===== src/rtl/kv_lookup_table.sv =====
// ============================================================================
//  Module   : kv_lookup_table
//  Brief    : Run-time programmable key/value table with a registered
//             valid/ready lookup port and a single-cycle command port.
//  Revision : 1.0 - initial release
// ============================================================================
`default_nettype none

module kv_lookup_table #(
    parameter int KEY_NUM     = 4,
    parameter int KEY_LEN     = 4,
    parameter int DATA_LEN    = 8,
    parameter int HAS_DEFAULT = 0,
    localparam int CNT_W      = $clog2(KEY_NUM + 1)
) (
    input  logic                clk,
    input  logic                rst_n,
    input  logic                cmd_valid,
    input  logic [1:0]          cmd_op,
    input  logic [KEY_LEN-1:0]  cmd_key,
    input  logic [DATA_LEN-1:0] cmd_data,
    output logic                cmd_err,
    input  logic                lk_valid,
    output logic                lk_ready,
    input  logic [KEY_LEN-1:0]  lk_key,
    input  logic [DATA_LEN-1:0] default_data,
    output logic                rsp_valid,
    input  logic                rsp_ready,
    output logic                rsp_hit,
    output logic [DATA_LEN-1:0] rsp_data,
    output logic [CNT_W-1:0]    count,
    output logic                full
);

    localparam int IDX_W = (KEY_NUM > 1) ? $clog2(KEY_NUM) : 1;

    localparam logic [1:0] c_OP_WRITE = 2'b01;
    localparam logic [1:0] c_OP_DEL   = 2'b10;
    localparam logic [1:0] c_OP_CLR   = 2'b11;

    logic [KEY_NUM-1:0]  r_valid;
    logic [KEY_LEN-1:0]  r_key  [KEY_NUM];
    logic [DATA_LEN-1:0] r_data [KEY_NUM];
    logic [CNT_W-1:0]    r_count;
    logic                r_full;
    logic                r_cmd_err;
    logic                r_rsp_valid;
    logic                r_rsp_hit;
    logic [DATA_LEN-1:0] r_rsp_data;

    logic                w_cmd_hit;
    logic [IDX_W-1:0]    w_cmd_idx;
    logic                w_free_found;
    logic [IDX_W-1:0]    w_free_idx;
    logic                w_lk_hit;
    logic [DATA_LEN-1:0] w_lk_data;
    logic                w_do_write;
    logic                w_do_del;
    logic                w_do_clr;
    logic                w_alloc;
    logic                w_upd;
    logic                w_del;
    logic                w_err_nxt;
    logic [CNT_W-1:0]    w_count_nxt;
    logic                w_lk_accept;
    logic [DATA_LEN-1:0] w_miss_data;

    // Descending scan so the lowest matching / free index is the last one kept.
    always_comb begin
        w_cmd_hit    = 1'b0;
        w_cmd_idx    = '0;
        w_free_found = 1'b0;
        w_free_idx   = '0;
        w_lk_hit     = 1'b0;
        w_lk_data    = '0;
        for (int i = KEY_NUM - 1; i >= 0; i--) begin
            if (r_valid[i] && (r_key[i] == cmd_key)) begin
                w_cmd_hit = 1'b1;
                w_cmd_idx = IDX_W'(i);
            end
            if (!r_valid[i]) begin
                w_free_found = 1'b1;
                w_free_idx   = IDX_W'(i);
            end
            if (r_valid[i] && (r_key[i] == lk_key)) begin
                w_lk_hit  = 1'b1;
                w_lk_data = r_data[i];
            end
        end
    end

    assign w_do_write = cmd_valid && (cmd_op == c_OP_WRITE);
    assign w_do_del   = cmd_valid && (cmd_op == c_OP_DEL);
    assign w_do_clr   = cmd_valid && (cmd_op == c_OP_CLR);
    assign w_upd      = w_do_write && w_cmd_hit;
    assign w_alloc    = w_do_write && !w_cmd_hit && w_free_found;
    assign w_del      = w_do_del && w_cmd_hit;
    assign w_err_nxt  = (w_do_write && !w_cmd_hit && !w_free_found) ||
                        (w_do_del && !w_cmd_hit);

    always_comb begin
        w_count_nxt = r_count;
        if (w_do_clr) begin
            w_count_nxt = '0;
        end else if (w_alloc) begin
            w_count_nxt = r_count + CNT_W'(1);
        end else if (w_del) begin
            w_count_nxt = r_count - CNT_W'(1);
        end
    end

    // Key/data payload needs no reset; validity lives in r_valid.
    always_ff @(posedge clk) begin
        if (w_upd) begin
            r_data[w_cmd_idx] <= cmd_data;
        end
        if (w_alloc) begin
            r_key[w_free_idx]  <= cmd_key;
            r_data[w_free_idx] <= cmd_data;
        end
    end

    always_ff @(posedge clk) begin
        if (!rst_n) begin
            r_valid   <= '0;
            r_count   <= '0;
            r_full    <= 1'b0;
            r_cmd_err <= 1'b0;
        end else begin
            if (w_do_clr) begin
                r_valid <= '0;
            end else begin
                if (w_alloc) begin
                    r_valid[w_free_idx] <= 1'b1;
                end
                if (w_del) begin
                    r_valid[w_cmd_idx] <= 1'b0;
                end
            end
            r_count   <= w_count_nxt;
            r_full    <= (w_count_nxt == CNT_W'(KEY_NUM));
            r_cmd_err <= w_err_nxt;
        end
    end

    assign lk_ready    = !r_rsp_valid || rsp_ready;
    assign w_lk_accept = lk_valid && lk_ready;
    assign w_miss_data = (HAS_DEFAULT != 0) ? default_data : '0;

    // Response sees pre-edge table contents, giving read-before-write.
    always_ff @(posedge clk) begin
        if (!rst_n) begin
            r_rsp_valid <= 1'b0;
            r_rsp_hit   <= 1'b0;
            r_rsp_data  <= '0;
        end else if (w_lk_accept) begin
            r_rsp_valid <= 1'b1;
            r_rsp_hit   <= w_lk_hit;
            r_rsp_data  <= w_lk_hit ? w_lk_data : w_miss_data;
        end else if (rsp_ready) begin
            r_rsp_valid <= 1'b0;
        end
    end

    assign cmd_err   = r_cmd_err;
    assign rsp_valid = r_rsp_valid;
    assign rsp_hit   = r_rsp_hit;
    assign rsp_data  = r_rsp_data;
    assign count     = r_count;
    assign full      = r_full;

endmodule

`default_nettype wire

===== config.mk =====
export PLATFORM = sky130hd
export DESIGN_NAME = kv_lookup_table
export DESIGN_NICKNAME = d
export VERILOG_FILES = /design/src/rtl/kv_lookup_table.sv
export SDC_FILE = /design/constraint.sdc
export NUM_CORES = 1
export LEC_CHECK = 0
export ABC_AREA = 0
export BUFFER_PORTS_ARGS = -buffer_cell sky130_fd_sc_hd__buf_2
export CAP_MARGIN = 25
export CORE_MARGIN = 3
export CORE_UTILIZATION = 40
export DETAILED_ROUTE_END_ITERATION = 12
export SETUP_SLACK_MARGIN = 0.4
export SYNTH_ARGS = -nofsm -noshare
export SYNTH_HDL_FRONTEND = slang
export SYNTH_SLANG_ARGS = --single-unit

===== constraint.sdc =====
create_clock -name clk -period 7.2 [get_ports clk]
set_input_delay 1.08 -clock clk [delete_from_list [all_inputs] [get_ports clk]]
set_output_delay 1.08 -clock clk [all_outputs]
set_load 0.05 [all_outputs]

==> out/summary.txt, run 1 <==
Max Freq = 309.9 MHz
Rows = 31
met3 Track Usage GR = 4.888%
Area contributors post-synth = edfxtp_1 (47%), dfxtp_1 (12%), xor2_1 (5.7%), xnor2_1 (2.5%), a31oi_1 (2.2%)
post-CTS setup repair buffer count = 0
largest net degree at the start of global routing = 18
H-Tree Depth = 3
# hold bufs at CTS = 0
P_sw = 0.1958 mW
Area growth syn-to-layout = 16.24%
initial antenna violation count = 0
Placed Cells incl. Taps = 398
met1 Use GR = 19.73%
DIE AREA = 8837 µm²
main flop type after synthesis = edfxtp_1
Gate Count Post-Synth = 264
vias in the first global route = 2127
GRT Resource Usage Total = 16.06%
Max-cap violations = 0
clock root cell = clkbuf_8
Least-Margin Pin Slew = 0.8398 ns
CP Capture Type = flip-flop
Synth Cell Area = 3098 µm²
critical path type = in2reg
Core Region = 7370 µm²
Leak = 1.360 nW
routability cong. = 0.7785
Int Power = 0.6029 mW
status = finished clean
# IOs = 47
relative slew slack = 43.54%
slowest CP cell = nor4_1
Post-synth EDFFs = 48
VDD IR-drop max = 101.8 µV
Slew Viols, Final = 0
final WL = 6.512 mm
IO buf count = 38
global-route wire length before repair = 10.56 mm
critical path fanouts, max = 10
post-synth cell types = 48
Hold Path Class = reg2reg
#FFs+latches synth = 67
min Tclk post-route = 3.227 ns
Pwr Density = 221.8 nW/µm²
# DRC = 0
setup TNS = 0 ns
Clk network pwr share = 40.1%
CTS Buf Count = 9
clock buffer depth = 2
critical path cell sequence = buf_2 > xor2_1 > nor3_1 > and3_1 > nor4_4 > nand2_1 > nor4_1
Avg Vias per Cell = 5.258
Nets = 343
worst r2r src = r_key[2][0]
Reg clk slew, reported paths = 0.08 ns
register area share after synthesis = 58.80%
final hold viol count = 0
Logic pwr share = 7.2%
Yosys top cell area share = 46.53%
commonest non-fill, non-tap cell in the layout = edfxtp_1
via count = 2177
Setup WS post-layout = 3.973 ns
CP Launch Type = primary input
layout cell share with drive strength beyond 1 = 21.27%
worst endpoint required time = 7.17 ns
initial core utilization = 42.04%
Wirelength per Cell = 15.73 µm
final instance area = 3601 µm²
non-filler instance count after layout = 414
Mean Syn Cell Area = 11.73 µm²
Worst Hold Slack = 0.4596 ns
clock skew = 0.01653 ns
HP Start = rsp_data[7]
ANT cells = 0
unrepaired setup endpoints after global routing = no
post-synthesis cell type with the largest combined area = edfxtp_1
overflow left after global routing = 0
drt initial violations = 118
switching share of total power = 24.52%
post-synthesis net count = 297
CTS tree = yes
Placed Instance Area = 3393 µm²
Tcrit/Tclk final = 44.82%
Final setup viols = 0
Async SR Flop Fraction = 0%
max incr delay on CP = 0.61 ns
first-pass detailed-route iteration total = 5
clock sink total = 67
DPL Wire Length = 4.617 mm
gr busiest metal = met2
die height = 94.01 µm
CTS resizes = 0
most frequent cells in the layout = edfxtp_1 (48), buf_2 (38), xor2_1 (20)
Die Wd = 94.01 µm
sequential power share = 52.7%
Antenna Nets Post-Route = 0
CP startpoint = cmd_key[3]
pre-CTS WS = 3.611 ns
Synth Warn # = 0
CP arrival = 3.19 ns
GR Layer Usage met2 = 27.03%
clk_lat worst skew = 0.34 ns
fillers = 674
final timing paths:
check,cells past startpoint,slack (ns),endpoint
worst max-delay path,7,3.97,r_key[3][1]
worst min-delay path,2,0.46,rsp_data[7]
worst max register to register,6,4.48,r_data[2][4]
worst min register to register,2,0.46,rsp_data[7]
power by group through the flow:
stage / logic (mW) / clock network, mW / registers (mW)
final: 0.0572 / 0.321 / 0.421
after detailed placement: 0.0574 / 0 / 0.430
after global routing: 0.0632 / 0.348 / 0.421
after floorplan: 0.0284 / 0 / 0.436
after CTS: 0.0576 / 0.329 / 0.421
after global placement: 0.0569 / 0 / 0.430
Yosys cell counts, types with 3 or more instances:
cell	instances
inv_1	16
xor2_1	20
o21ai_0	4
nor3_1	11
a31oi_1	11
o31ai_1	7
clkbuf_1	3
dfxtp_1	19
edfxtp_1	48
o21ai_1	7
and3_1	5
nand3_1	10
a22oi_1	7
nor2_1	17
xnor2_1	9
nand2_1	16
a21oi_1	8
nor3b_1	3
and2_1	5
logic make-up after synthesis:
group | Yosys count | synth area share, %
XOR/XNOR | 29 | 8.199
adder cells (fa/ha/maj) | 2 | 0.8076
buffers and inverters | 22 | 3.150
flip-flops | 67 | 58.80
multiplexers | 2 | 0.6462
AO/OA/AOI/OAI | 61 | 13.73
AND/OR/NAND/NOR | 81 | 14.66
layout make-up:
| type | count | area, µm² | area share, % |
|---|---|---|---|
| Tap cell | 99 | 123.9 | 3.440 |
| Sequential cell | 67 | 1822 | 50.59 |
| Clock inverter | 7 | 83.83 | 2.328 |
| Timing Repair Buffer | 40 | 205.2 | 5.698 |
| Clock buffer | 9 | 123.9 | 3.440 |
| Inverter | 17 | 63.81 | 1.772 |
| Multi-Input combinational cell | 175 | 1179 | 32.73 |
registers in the layout (all words and copies together) (netlist names):
signal,flops
full,1
cmd_err,1
rsp_data,8
count,3
r_valid,4
r_key,16
rsp_hit,1
rsp_valid,1
r_data,32
metal layers:
layer	part of all wire [%]	wire, µm
met1	43	2811
met5	0	0
met2	50	3232
met3	5.8	378
met4	1.4	89
worst max-delay path: cells and delay by family:
family                 cells  cell delay, ns
XOR/XNOR                   1            0.17
buffers and inverters      1            0.20
AND/OR/NAND/NOR            5            1.74
metrics by stage:
step	power, mW	util, %
CTS	0.8078	48.86
global placement	0.4865	46.04
finish	0.7987	48.86
global route	0.8330	48.86
detailed placement	0.4871	46.04
floorplan	0.4644	-
Power figures use the tool's default switching activity.
==> run 2, diff against run 1 <==
clock period = 3.3 ns   (was 7.2 ns; I/O delays follow)
==> out/summary.txt, run 2 (synthesized netlist as in run 1, its figures left out) <==
layout cell share with drive strength beyond 1 = 22.57%
global-route wire length before repair = 10.59 mm
DIE AREA = 8837 µm²
critical path type = reg2reg
Reg clk slew, reported paths = 0.08 ns
clk_lat worst skew = 0.35 ns
CTS tree = yes
Pwr Density = 478.2 nW/µm²
Slew Viols, Final = 0
setup TNS = 0 ns
R2R depth = 6
commonest non-fill, non-tap cell in the layout = edfxtp_1
worst endpoint required time = 3.29 ns
CTS Buf Count = 9
slowest CP cell = nor4_4
ANT cells = 0
die height = 94.01 µm
# DRC = 0
Worst R2R Setup Slack = 0.76 ns
Die Wd = 94.01 µm
clock root cell = clkbuf_8
clock sink total = 67
Max-cap violations = 0
Rows = 31
Nets = 347
drt initial violations = 130
max FFs per register = 32
via count = 2161
status = finished clean
CP startpoint = r_key[1][3]
WP depth = 6
reg-to-reg critical path endpoint = r_key[1][3]
vias in the first global route = 2144
Tcrit/Tclk final = 76.99%
Hold Path Class = in2reg
most frequent cells in the layout = edfxtp_1 (48), buf_2 (38), xor2_1 (20)
Least-Margin Pin Slew = 0.8305 ns
Final setup viols = 0
max incr delay on CP = 0.54 ns
worst path bufs/invs = 0
critical path cell sequence = xor2_1 > nor3_1 > and3_1 > nor4_4 > nand2_1 > nor3b_1
GRT Resource Usage Total = 15.96%
VDD IR-drop max = 205.0 µV
IO buf count = 38
CP endpoint = r_key[1][3]
relative slew slack = 44.17%
clock skew = 0.008567 ns
final WL = 6.481 mm
first-pass detailed-route iteration total = 4
clock buffer depth = 2
CP Capture Type = flip-flop
Avg Vias per Cell = 5.170
CP Launch Type = flip-flop
routability cong. = 0.8010
Core Region = 7370 µm²
DPL Wire Length = 4.560 mm
post-CTS setup repair buffer count = 0
Leak = 1.378 nW
initial core utilization = 42.04%
final hold viol count = 0
H-Tree Depth = 3
Multi-input gate area = 1181 µm²
Antenna Nets Post-Route = 0
FF/Latch Area = 1822 µm²
unrepaired setup endpoints after global routing = no
fillers = 703
Worst Hold Slack = 0.3610 ns
Area growth syn-to-layout = 16.96%
Max Freq = 393.6 MHz
worst r2r src = r_key[1][3]
CP arrival = 2.53 ns
min Tclk post-route = 2.541 ns
Largest Register = r_data
# IOs = 47
Overall Power = 1.733 mW
CP delay by family, top = simple AND/OR/NAND/NOR gates
critical path fanouts, max = 10
Wirelength per Cell = 15.50 µm
largest net degree at the start of global routing = 18
overflow left after global routing = 0
initial antenna violation count = 0
-- run 2: cell types whose count changed in the layout (fill, tap and decap cells not counted), sizes merged --
cell    before  now
buf         40   44
clkinv       2    3
inv         20   19
-- run 2: area by class of cell --
class | count | area share (%)
sequential | 67 | 50.28
clock inverter | 7 | 2.037
multi-input combinational | 175 | 32.60
timing repair buffer | 44 | 6.492
inverter | 17 | 1.761
tap | 99 | 3.419
clock buffer | 9 | 3.419
-- run 2: worst register-to-register path, delay by kind of cell, from the launching register on --
kind             cells  cell delay, ns
flip-flops           1            0.43
XOR/XNOR             1            0.18
AND/OR/NAND/NOR      5            1.59
-- run 2: repair_timing --
action,CTS,global route
gates resized for setup,0,1
endpoints found under the hold margin,0,0
hold buffers,0,0
setup endpoints to repair,0,8
-- run 2: per-stage QoR --
step,std cells,instance area (µm²),setup slack [ns],utilization (%)
floorplan,264,3098,0.7079,-
global placement,402,3423,0.3529,46.45
detailed placement,402,3423,0.3463,46.45
CTS,418,3621,0.5932,49.13
global route,418,3623,0.5464,49.17
finish,418,3623,0.7592,49.17
-- run 2: per-layer routing --
metal / up-vias / GRT usage [%] / share of wire (%)
met5: - / 0 / 0
met4: 0 / 7.581 / 2.1
met3: 9 / 3.285 / 3.1
met2: 39 / 25.78 / 48
met1: 1028 / 20.40 / 47
li1: 1085 / - / -
-- run 2: power by group --
part / switching (mW) / total [mW] / internal (mW)
Combinational: 0.0833 / 0.128 / 0.0449
Clock: 0.335 / 0.687 / 0.352
Sequential: 0.00706 / 0.917 / 0.910
Total: 0.425 / 1.73 / 1.31
-- run 2: how the worst min path moves through the flow --
stage / from / end / depth (start not counted)
2_1_floorplan: r_data[0][0] / rsp_data[0] / 2
3_3_place_gp: rsp_data[7] / rsp_data[7] / 2
3_5_place_dp: rsp_data[7] / rsp_data[7] / 2
4_1_cts: cmd_data[2] / r_data[1][2] / 1
5_1_grt: cmd_data[2] / r_data[1][2] / 1
6_report: cmd_data[2] / r_data[1][2] / 1
==> run 3, diff against run 2 <==
clock period = 2.1 ns   (was 3.3 ns; I/O delays follow)
==> out/summary.txt, run 3 (synthesized netlist as in run 1, its figures left out) <==
status = finished clean
Pwr Density = 647.4 nW/µm²
worst path bufs/invs = 1
setup TNS = 0 ns
VDD IR-drop max = 306.7 µV
Rows = 31
critical path type = reg2reg
DPL Wire Length = 5.249 mm
clock skew = 0.01179 ns
min Tclk post-route = 2.024 ns
clk_lat worst skew = 0.36 ns
# IOs = 47
CP Launch Type = flip-flop
IO buf count = 38
post-route core utilization = 60.85%
initial antenna violation count = 0
clock sink total = 67
H-Tree Depth = 3
CP Capture Type = flip-flop
CP arrival = 2.10 ns
relative slew slack = 63.92%
initial core utilization = 42.04%
final WL = 7.522 mm
CTS tree = yes
DIE AREA = 8837 µm²
ANT cells = 0
first-pass detailed-route iteration total = 4
clock root cell = clkbuf_8
Max-cap violations = 0
Slew Viols, Final = 0
CP delay by family, top = simple AND/OR/NAND/NOR gates
Avg Vias per Cell = 5.195
# DRC = 0
Area growth syn-to-layout = 44.75%
layout cell share with drive strength beyond 1 = 46.77%
max FFs per register = 32
routability cong. = 0.8371
Hold Path Class = in2reg
overflow left after global routing = 0
max incr delay on CP = 0.41 ns
Antenna Nets Post-Route = 0
Least-Margin Pin Slew = 0.5393 ns
Wirelength per Cell = 15.97 µm
slowest CP cell = edfxtp_1
critical path fanouts, max = 8
Tcrit/Tclk final = 96.38%
clock buffer depth = 2
most frequent cells in the layout = edfxtp_1 (48), buf_4 (45), buf_2 (38)
Max Freq = 494.1 MHz
commonest non-fill, non-tap cell in the layout = edfxtp_1
via count = 2447
Core Region = 7370 µm²
Nets = 400
GRT Resource Usage Total = 18.37%
fillers = 600
largest net degree at the start of global routing = 15
critical path cell sequence = xor2_1 > nor3_2 > nand3_1 > a21oi_2 > nor3b_4 > buf_12
Final setup viols = 0
unrepaired setup endpoints after global routing = yes
die height = 94.01 µm
final hold viol count = 0
vias in the first global route = 2465
worst endpoint required time = 2.17 ns
Largest Register = r_data
# hold bufs at CTS = 0
CTS Buf Count = 9
global-route wire length before repair = 12.18 mm
Reg clk slew, reported paths = 0.09 ns
Die Wd = 94.01 µm
drt initial violations = 72
Leak = 1.724 nW
Overall Power = 2.903 mW
## run 3: cell types whose count changed in the layout (fill, tap and decap cells not counted), moves of 3 or more
cell / before / now
xor2_1: 20 / 14
o21ai_1: 7 / 0
nor3_4: 0 / 3
nor4_4: 2 / 5
nor3_1: 11 / 4
nor3_2: 0 / 4
o21ai_2: 1 / 8
buf_6: 0 / 10
xor2_2: 0 / 6
a21oi_1: 8 / 4
buf_12: 0 / 3
buf_4: 6 / 45
## run 3: report_power, final
group	switching, mW	internal, mW	total, mW
Sequential	0.0124	1.43	1.44
Combinational	0.152	0.0993	0.251
Clock	0.568	0.641	1.21
## run 3: worst paths after layout
kind | endpoint | depth (start not counted) | slack, ns | startpoint
worst max-delay path | r_data[1][6] | 6 | 0.08 | r_key[1][0]
worst min-delay path | r_data[2][2] | 1 | 0.16 | cmd_data[2]
worst max register to register | r_data[1][6] | 6 | 0.08 | r_key[1][0]
worst min register to register | rsp_data[6] | 2 | 0.47 | r_data[0][6]
## run 3: area by class of cell
cell class | count | area (µm²) | share of cell area [%]
Clock inverter | 6 | 75.07 | 1.674
Clock buffer | 10 | 148.9 | 3.320
Tap cell | 99 | 123.9 | 2.762
Inverter | 17 | 63.81 | 1.423
Timing Repair Buffer | 97 | 715.7 | 15.96
Multi-Input combinational cell | 175 | 1533 | 34.18
Sequential cell | 67 | 1824 | 40.68
## run 3: timing repair
action,in CTS,in global routing
pin swaps,24,21
gates cloned,1,0
setup buffers,13,11
resized for setup,46,14
endpoints found under the setup margin,66,66
## run 3: metal layers
| layer | wire length [µm] | GRT usage (%) | up-vias | part of all wire [%] |
|---|---|---|---|---|
| met2 | 3866 | 31.11 | 51 | 51 |
| met3 | 298 | 4.167 | 8 | 4.0 |
| met1 | 3260 | 22.90 | 1199 | 43 |
| li1 | - | - | 1189 | - |
| met5 | 0 | 0 | - | 0 |
| met4 | 96 | 6.739 | 0 | 1.3 |
## run 3: through the flow
stage | hold slack [ns] | instance area, µm² | std cells | setup slack (ns)
after global routing | 0.1635 | 4484 | 471 | -0.03386
after global placement | 0.4501 | 3764 | 430 | -0.1396
after floorplan | 0.4139 | 3213 | 264 | 0.03500
after CTS | 0.1527 | 4310 | 460 | 0.05319
final | 0.1583 | 4484 | 471 | 0.07611
after detailed placement | 0.4566 | 3764 | 430 | -0.1373
